`src/rtl/l2_tag_hs_monitor.sv`:
```
// Valid/ready protocol monitor for the L2 tag bank streaming ports.
// Per channel: transfer counting and sticky drop/data/timeout errors, plus first-error capture.
module l2_tag_hs_monitor #(
  parameter int NCH    = 8,
  parameter int DATA_W = 16,
  parameter int CNT_W  = 16,
  parameter int TO_W   = 8,
  localparam int SEL_W = (NCH > 1) ? $clog2(NCH) : 1
) (
  input  logic                  clk,
  input  logic                  rst,
  input  logic [NCH-1:0]        valid,
  input  logic [NCH-1:0]        ready,
  input  logic [NCH*DATA_W-1:0] data,
  input  logic                  enable,
  input  logic                  clear,
  input  logic [TO_W-1:0]       timeout_limit,
  input  logic [SEL_W-1:0]      cnt_sel,
  output logic [CNT_W-1:0]      cnt_out,
  output logic [NCH-1:0]        err_drop,
  output logic [NCH-1:0]        err_data,
  output logic [NCH-1:0]        err_timeout,
  output logic                  err_any,
  output logic                  first_err_valid,
  output logic [SEL_W-1:0]      first_err_ch
);

  // state | meaning
  // IDLE  | no beat outstanding on the channel
  // PEND  | valid seen without ready; payload held for stability check
  typedef enum logic {IDLE = 1'b0, PEND = 1'b1} ch_state_t;

  ch_state_t         state     [NCH];
  logic [DATA_W-1:0] hold_data [NCH];
  logic [TO_W-1:0]   stall_cnt [NCH];
  logic [CNT_W-1:0]  xfer_cnt  [NCH];

  logic [TO_W-1:0]  stall_nxt [NCH];
  logic [NCH-1:0]   set_drop;
  logic [NCH-1:0]   set_data;
  logic [NCH-1:0]   set_to;
  logic [NCH-1:0]   set_vec;
  logic [SEL_W-1:0] first_idx;

  always_comb begin
    set_drop  = '0;
    set_data  = '0;
    set_to    = '0;
    first_idx = '0;
    for (int i = 0; i < NCH; i++) begin
      stall_nxt[i] = (stall_cnt[i] == '1) ? stall_cnt[i] : stall_cnt[i] + 1'b1;
      set_drop[i]  = (state[i] == PEND) && !valid[i];
      set_data[i]  = (state[i] == PEND) && valid[i] && (data[i*DATA_W +: DATA_W] != hold_data[i]);
      set_to[i]    = valid[i] && !ready[i] && (timeout_limit != '0) && (stall_nxt[i] == timeout_limit);
    end
    set_vec = set_drop | set_data | set_to;
    for (int i = NCH - 1; i >= 0; i--) begin
      if (set_vec[i]) first_idx = SEL_W'(i);
    end
  end

  always_ff @(posedge clk or posedge rst) begin
    if (rst) begin
      for (int i = 0; i < NCH; i++) begin
        state[i]     <= IDLE;
        hold_data[i] <= '0;
        stall_cnt[i] <= '0;
        xfer_cnt[i]  <= '0;
      end
      err_drop        <= '0;
      err_data        <= '0;
      err_timeout     <= '0;
      first_err_valid <= 1'b0;
      first_err_ch    <= '0;
    end else if (clear) begin
      for (int i = 0; i < NCH; i++) begin
        state[i]     <= IDLE;
        hold_data[i] <= '0;
        stall_cnt[i] <= '0;
        xfer_cnt[i]  <= '0;
      end
      err_drop        <= '0;
      err_data        <= '0;
      err_timeout     <= '0;
      first_err_valid <= 1'b0;
      first_err_ch    <= '0;
    end else if (!enable) begin
      // Dropping the FSMs to IDLE keeps a re-enable mid-beat from flagging a drop.
      for (int i = 0; i < NCH; i++) begin
        state[i]     <= IDLE;
        stall_cnt[i] <= '0;
      end
    end else begin
      for (int i = 0; i < NCH; i++) begin
        if (valid[i] && !ready[i]) begin
          stall_cnt[i] <= stall_nxt[i];
          if (state[i] == IDLE) begin
            state[i]     <= PEND;
            hold_data[i] <= data[i*DATA_W +: DATA_W];
          end
        end else begin
          stall_cnt[i] <= '0;
          state[i]     <= IDLE;
        end
        if (valid[i] && ready[i] && (xfer_cnt[i] != '1)) xfer_cnt[i] <= xfer_cnt[i] + 1'b1;
      end
      err_drop    <= err_drop | set_drop;
      err_data    <= err_data | set_data;
      err_timeout <= err_timeout | set_to;
      if (!first_err_valid && (set_vec != '0)) begin
        first_err_valid <= 1'b1;
        first_err_ch    <= first_idx;
      end
    end
  end

  always_comb begin
    cnt_out = '0;
    if (int'(cnt_sel) < NCH) cnt_out = xfer_cnt[cnt_sel];
  end

  assign err_any = |{err_drop, err_data, err_timeout};

endmodule

```
`config.mk`:
```
export PLATFORM = sky130hd
export DESIGN_NAME = l2_tag_hs_monitor
export DESIGN_NICKNAME = d
export VERILOG_FILES = /design/src/rtl/l2_tag_hs_monitor.sv
export SDC_FILE = /design/constraint.sdc
export NUM_CORES = 1
export LEC_CHECK = 0
export ABC_AREA = 1
export BUFFER_PORTS_ARGS = -buffer_cell sky130_fd_sc_hd__buf_2
export CORE_ASPECT_RATIO = 0.7
export CORE_MARGIN = 2
export CORE_UTILIZATION = 60
export CTS_CLUSTER_DIAMETER = 150
export DETAILED_ROUTE_END_ITERATION = 10
export PLACE_DENSITY_LB_ADDON = 0.05
export SLEW_MARGIN = 20
export SYNTH_ARGS = -nofsm -noshare
export SYNTH_HDL_FRONTEND = slang
export SYNTH_SLANG_ARGS = --single-unit
```
`constraint.sdc`:
```
create_clock -name clk -period 15.8 [get_ports clk]
set_clock_uncertainty 0.2 [all_clocks]
set_input_delay 2.37 -clock clk [delete_from_list [all_inputs] [get_ports clk]]
set_output_delay 2.37 -clock clk [all_outputs]
set_load 0.05 [all_outputs]
```
Yosys cells after proc, flatten, opt, wreduce, memory -nomap -nowiden --
Index checks and enable logic that the tools add are counted. W data, S select, Z words.
Storage, ports and cells: flip-flop bits (word level) 356, bits in latches 0, memory bits (writable) 0, bits in read-only memories 0, input bits 159, output and inout bits 45, logic and storage cells 299, memories 0
Operators by class: add/sub/neg operators 16, multiply operators 0, divide/modulo/power cells 0, $lt $le $gt $ge 1, equal/unequal tests 40, shift operators 0, multiplexer cells 79, bitwise logic cells 6, reduce and logical (&&, ||, !) cells 120
Operators with widths (count):
- $mux W128 | 4
- $mux W16 | 26
- $mux W8 | 24
- $add A16 B1 Y16 const B | 8
- $mux W64 | 2
- $ne A16 B16 Y1 | 8
- $ne A16 B16 Y1 const B | 8
- $logic_and A1 B1 Y1 | 65
- $add A8 B1 Y8 const B | 8
- $eq A8 B8 Y1 | 8
- $eq A8 B8 Y1 const B | 8
- $bmux W16 S3 | 1
- $or A8 B8 Y8 | 5
- $reduce_bool A2 Y1 | 18
- $mux W3 | 11
- $reduce_and A3 Y1 | 8
- $reduce_or A24 Y1 | 1
- $reduce_and A2 Y1 | 9
- $logic_not A1 Y1 | 17
- $ne A2 B2 Y1 const B | 8
- $reduce_bool A8 Y1 | 2
- $mux W1 | 11
- $ge A4 B4 Y1 const B | 1
- $not A3 Y4 | 1

Depth between registers and ports, before layout --
word-level depth 16, gate-level depth with buffers 21, mapped depth without buffers 21

Worst setup path after synthesis --
OpenSTA, ideal clock, no wires.
path type in2out, start input port cnt_sel[0], end output port cnt_out[2], data arrival time 4174 ps, data required time 13230 ps, slack 9056 ps, stages 8, path buffers 3, cell sequence clkbuf_1 > inv_1 > clkbuf_1 > clkbuf_1 > o21ai_0 > nand2_1 > nor2_1 > a31oi_1
On the way: word-level cells in the longest chain between the ends 4
Ends and longest elaborated chain:
- from (decl) | RTL line 18 | input logic [SEL_W-1:0] cnt_sel,
- $not A3 Y4 (not written as such) | RTL line 119 | if (int'(cnt_sel) < NCH) cnt_out = xfer_cnt[cnt_sel];
- $bmux W16 S3 | RTL line 119
- $mux W16 (not written as such) (2 in series) | RTL line 119
- to (decl) | RTL line 19 | output logic [CNT_W-1:0] cnt_out,
Every way passes these cells. The select of a mux whose other input is x is not followed.

Worst setup path in the final report --
Same ends and word-level chain as after synthesis.

==> summary.md <==
| Metric | Value |
|---|---|
| Total negative slack | `0 ns` |
| GRT busiest layer | `met2` |
| Synthesis-to-finish area growth | `12.5%` |
| Worst Path Max Fanout | `81` |
| Seq/Total Area, Yosys | `42.0%` |
| Syn. warnings | `0` |
| Cell Pwr Density | `88.6 mW/mm^2` |
| First-pass GRT wire length | `101 mm` |
| Util after Layout | `68.7%` |
| Final critical-path setup slack | `8.74 ns` |
| Unrepaired setup endpoints after global routing | `false` |
| Max Freq | `142 MHz` |
| Starting Density | `61.0%` |
| Met1 Usage GRT | `49.3%` |
| Clock Sinks | `356` |
| DRT Pass-1 Iters | `8` |
| EDFF count, synth | `0` |
| Vias in the first global route | `18900` |
| Hold endpoint | `xfer_cnt[3]$_DFFE_PP0P_` |
| Minimum clock period | `7.06 ns` |
| Post-route DRC | `0` |
| Clock transition at path regs | `0.06 ns` |
| I/O pin total | `204` |
| HP Start | `xfer_cnt[3]$_DFFE_PP0P_` |
| Flops & latches, synth | `356` |
| Met3 usage | `10.0%` |
| Final hold vios | `0` |
| Pins Over Slew Limit | `0` |
| Placer Congestion | `1.00` |
| Ys async rst share | `100%` |
| DIE HEIGHT | `161 um` |
| Total global routing overflow | `0` |
| Htree depth | `2` |
| Pre-CTS setup slack | `8.45 ns` |
| Startpoint Class | `input pin` |
| Routed wire length per instance | `17.8 um` |
| Relative slew slack | `35.3%` |
| Worst Path Required | `13.23 ns` |
| Syn Area/Cell | `7.31 um^2` |
| Nets | `3232` |
| Cell Count, Final, Fillers Out | `3553` |
| Post-Route WL | `63.2 mm` |
| Crit-path cells | `buf_2 > buf_4 > inv_2 > a21oi_1 > o21ai_0 > nand2_1 > nor2_1 > a31oi_1 > buf_2` |
| Initial antenna violation count | `5` |
| Arr. time, crit path | `4.49 ns` |
| Deepest clock path buffer count | `3` |
| Hold depth | `1` |
| Outcome | `complete, no violations` |
| Post-CTS Setup Bufs | `0` |
| Final setup fails | `0` |
| Vias per inst | `5.74` |
| Fraction of layout cells with a size suffix above 1 | `13.3%` |
| Cell count after synthesis | `2902` |
| CTS tree | `built` |
| Post-route ant nets | `0` |
| M2 GR Usage | `49.9%` |
| Placed wire-length estimate | `46.1 mm` |
| Highest-count cells in the layout ignoring fill and taps | `nand2_1, inv_1, dfrtp_1` |
| Final worst path period share | `44.7%` |
| # fillers | `2910` |
| Critical path's slowest cell | `buf_4` |
| Root Driver | `clkbuf_16` |
| Worst skew pair latency | `0.52 ns` |
| DR iter-0 viols | `2017` |
| Die width | `229 um` |
| Synth Flop Type | `dfrtp_1` |
| Worst-margin pin slew | `0.970 ns` |
| Largest net degree at the start of global routing | `132` |
| Largest stage delay, worst path | `0.53 ns` |
| TritonCTS buffer count | `37` |
| MaxCap Viol Count | `0` |
| Setup crit end kind | `output pin` |
| Routed vias | `20400` |
| Leading cell type in the layout, fill and taps excluded | `nand2_1` |
| CTS resizes | `0` |
| Reg2reg setup slack | `12.87 ns` |
| Synthesized cell area | `0.0212 mm^2` |
| Cell variety after synth | `44` |
| Hold Buf Count CTS | `0` |
| R2R Path Start | `stall_cnt[48]$_DFF_PP0_` |
| Die area | `0.0369 mm^2` |
| Kind of critical path | `input pin to output pin` |
| Placed Instances | `3490` |
| # rows | `57` |
| Post-Syn Nets | `3077` |
| Leakage | `11.3 nW` |
| R2R depth | `19` |
| VDD IR max | `0.0787 mV` |
| Total Routing Usage GR | `34.3%` |
| Core area | `0.0347 mm^2` |
| Top cell by count, worst path | `buf_2` |
| I/O Buffers | `203` |
| Worst hold path class | `flop to flop` |
| R2r endpoint | `first_err_ch[0]$_DFFE_PP0P_` |
==> cell usage after synthesis (16+ instances only) <==
master	number	area, um^2
o21a_1	20	150
xnor2_1	44	385
xor2_1	68	596
a21oi_1	231	1160
clkbuf_1	75	282
nor2_2	21	131
or2_2	48	300
nor3_1	104	521
nand2_2	17	106
nor2_1	232	871
o21ai_0	240	1200
ha_1	16	200
dfrtp_1	356	8910
nand2_1	581	2180
nand4_1	54	338
a31oi_1	19	119
nand3_1	264	1320
inv_1	377	1420
==> sequential cells by signal (all words and copies together) (netlist names) <==
| name | cells |
|---|---|
| first_err_valid | 1 |
| stall_cnt | 64 |
| state | 8 |
| first_err_ch | 3 |
| xfer_cnt | 128 |
| err_data | 8 |
| hold_data | 128 |
| err_timeout | 8 |
| err_drop | 8 |
==> critical path, delay by kind of cell <==
family / cells / cell delay [ns]
AO/OA/AOI/OAI: 3 / 0.57
buffers and inverters: 4 / 1.38
AND/OR/NAND/NOR: 2 / 0.13
==> final cells by class <==
type	instances	area (um^2)	area share [%]
Sequential cell	356	8910	37.4
Antenna cell	2	5.00	0.0210
Multi-Input combinational cell	2059	10500	43.9
Tap cell	472	591	2.48
Clock inverter	10	208	0.871
Inverter	389	1470	6.18
Clock buffer	51	1100	4.61
Timing Repair Buffer	214	1100	4.62
==> per-layer routing <==
metal,share of wire [%],up-vias,routed length (um)
li1,-,9799,-
met1,44,9521,27700
met2,42,907,26400
met3,11,148,7020
met4,3.2,4,2050
met5,0.051,-,32
==> worst max path at each step <==
stage	from	end	slack, ns	depth (start not counted)
finish	cnt_sel[0]	cnt_out[2]	8.74	9
global route	cnt_sel[0]	cnt_out[2]	8.51	9
CTS	cnt_sel[0]	cnt_out[2]	8.43	9
detailed placement	cnt_sel[0]	cnt_out[2]	8.45	9
global placement	cnt_sel[0]	cnt_out[2]	8.48	9
floorplan	rst	err_data[0]$_DFFE_PP0P_	3.35	1
==> cells by family (layout without fill, tap and decap cells) <==
family | after synthesis | after routing | share of synthesized area [%]
compound gates | 553 | 553 | 13.9
simple gates | 1377 | 1377 | 29.5
flops | 356 | 356 | 42.0
other cells | 0 | 2 | 0
fa+ha+maj | 16 | 16 | 0.944
buf+inv | 487 | 664 | 8.85
xor+xnor | 113 | 113 | 4.73
==> report_power, final <==
part / internal [mW] / switching [mW] / leakage, nW / total, mW
Combinational: 0.0661 / 0.159 / 5.69 / 0.225
Clock: 0.581 / 0.366 / 0.645 / 0.947
Sequential: 0.928 / 0.0120 / 4.93 / 0.940
Total: 1.58 / 0.537 / 11.3 / 2.11
==> per-stage QoR <==
step / instance area, um^2 / hold slack (ns) / power (mW)
floorplan: 21200 / 0.234 / 1.10
global placement: 22500 / 0.245 / 1.17
detailed placement: 22500 / 0.252 / 1.18
CTS: 23800 / 0.260 / 2.12
global route: 23800 / 0.276 / 2.19
finish: 23800 / 0.257 / 2.11
Note: power is estimated with default switching activity, not from simulation.
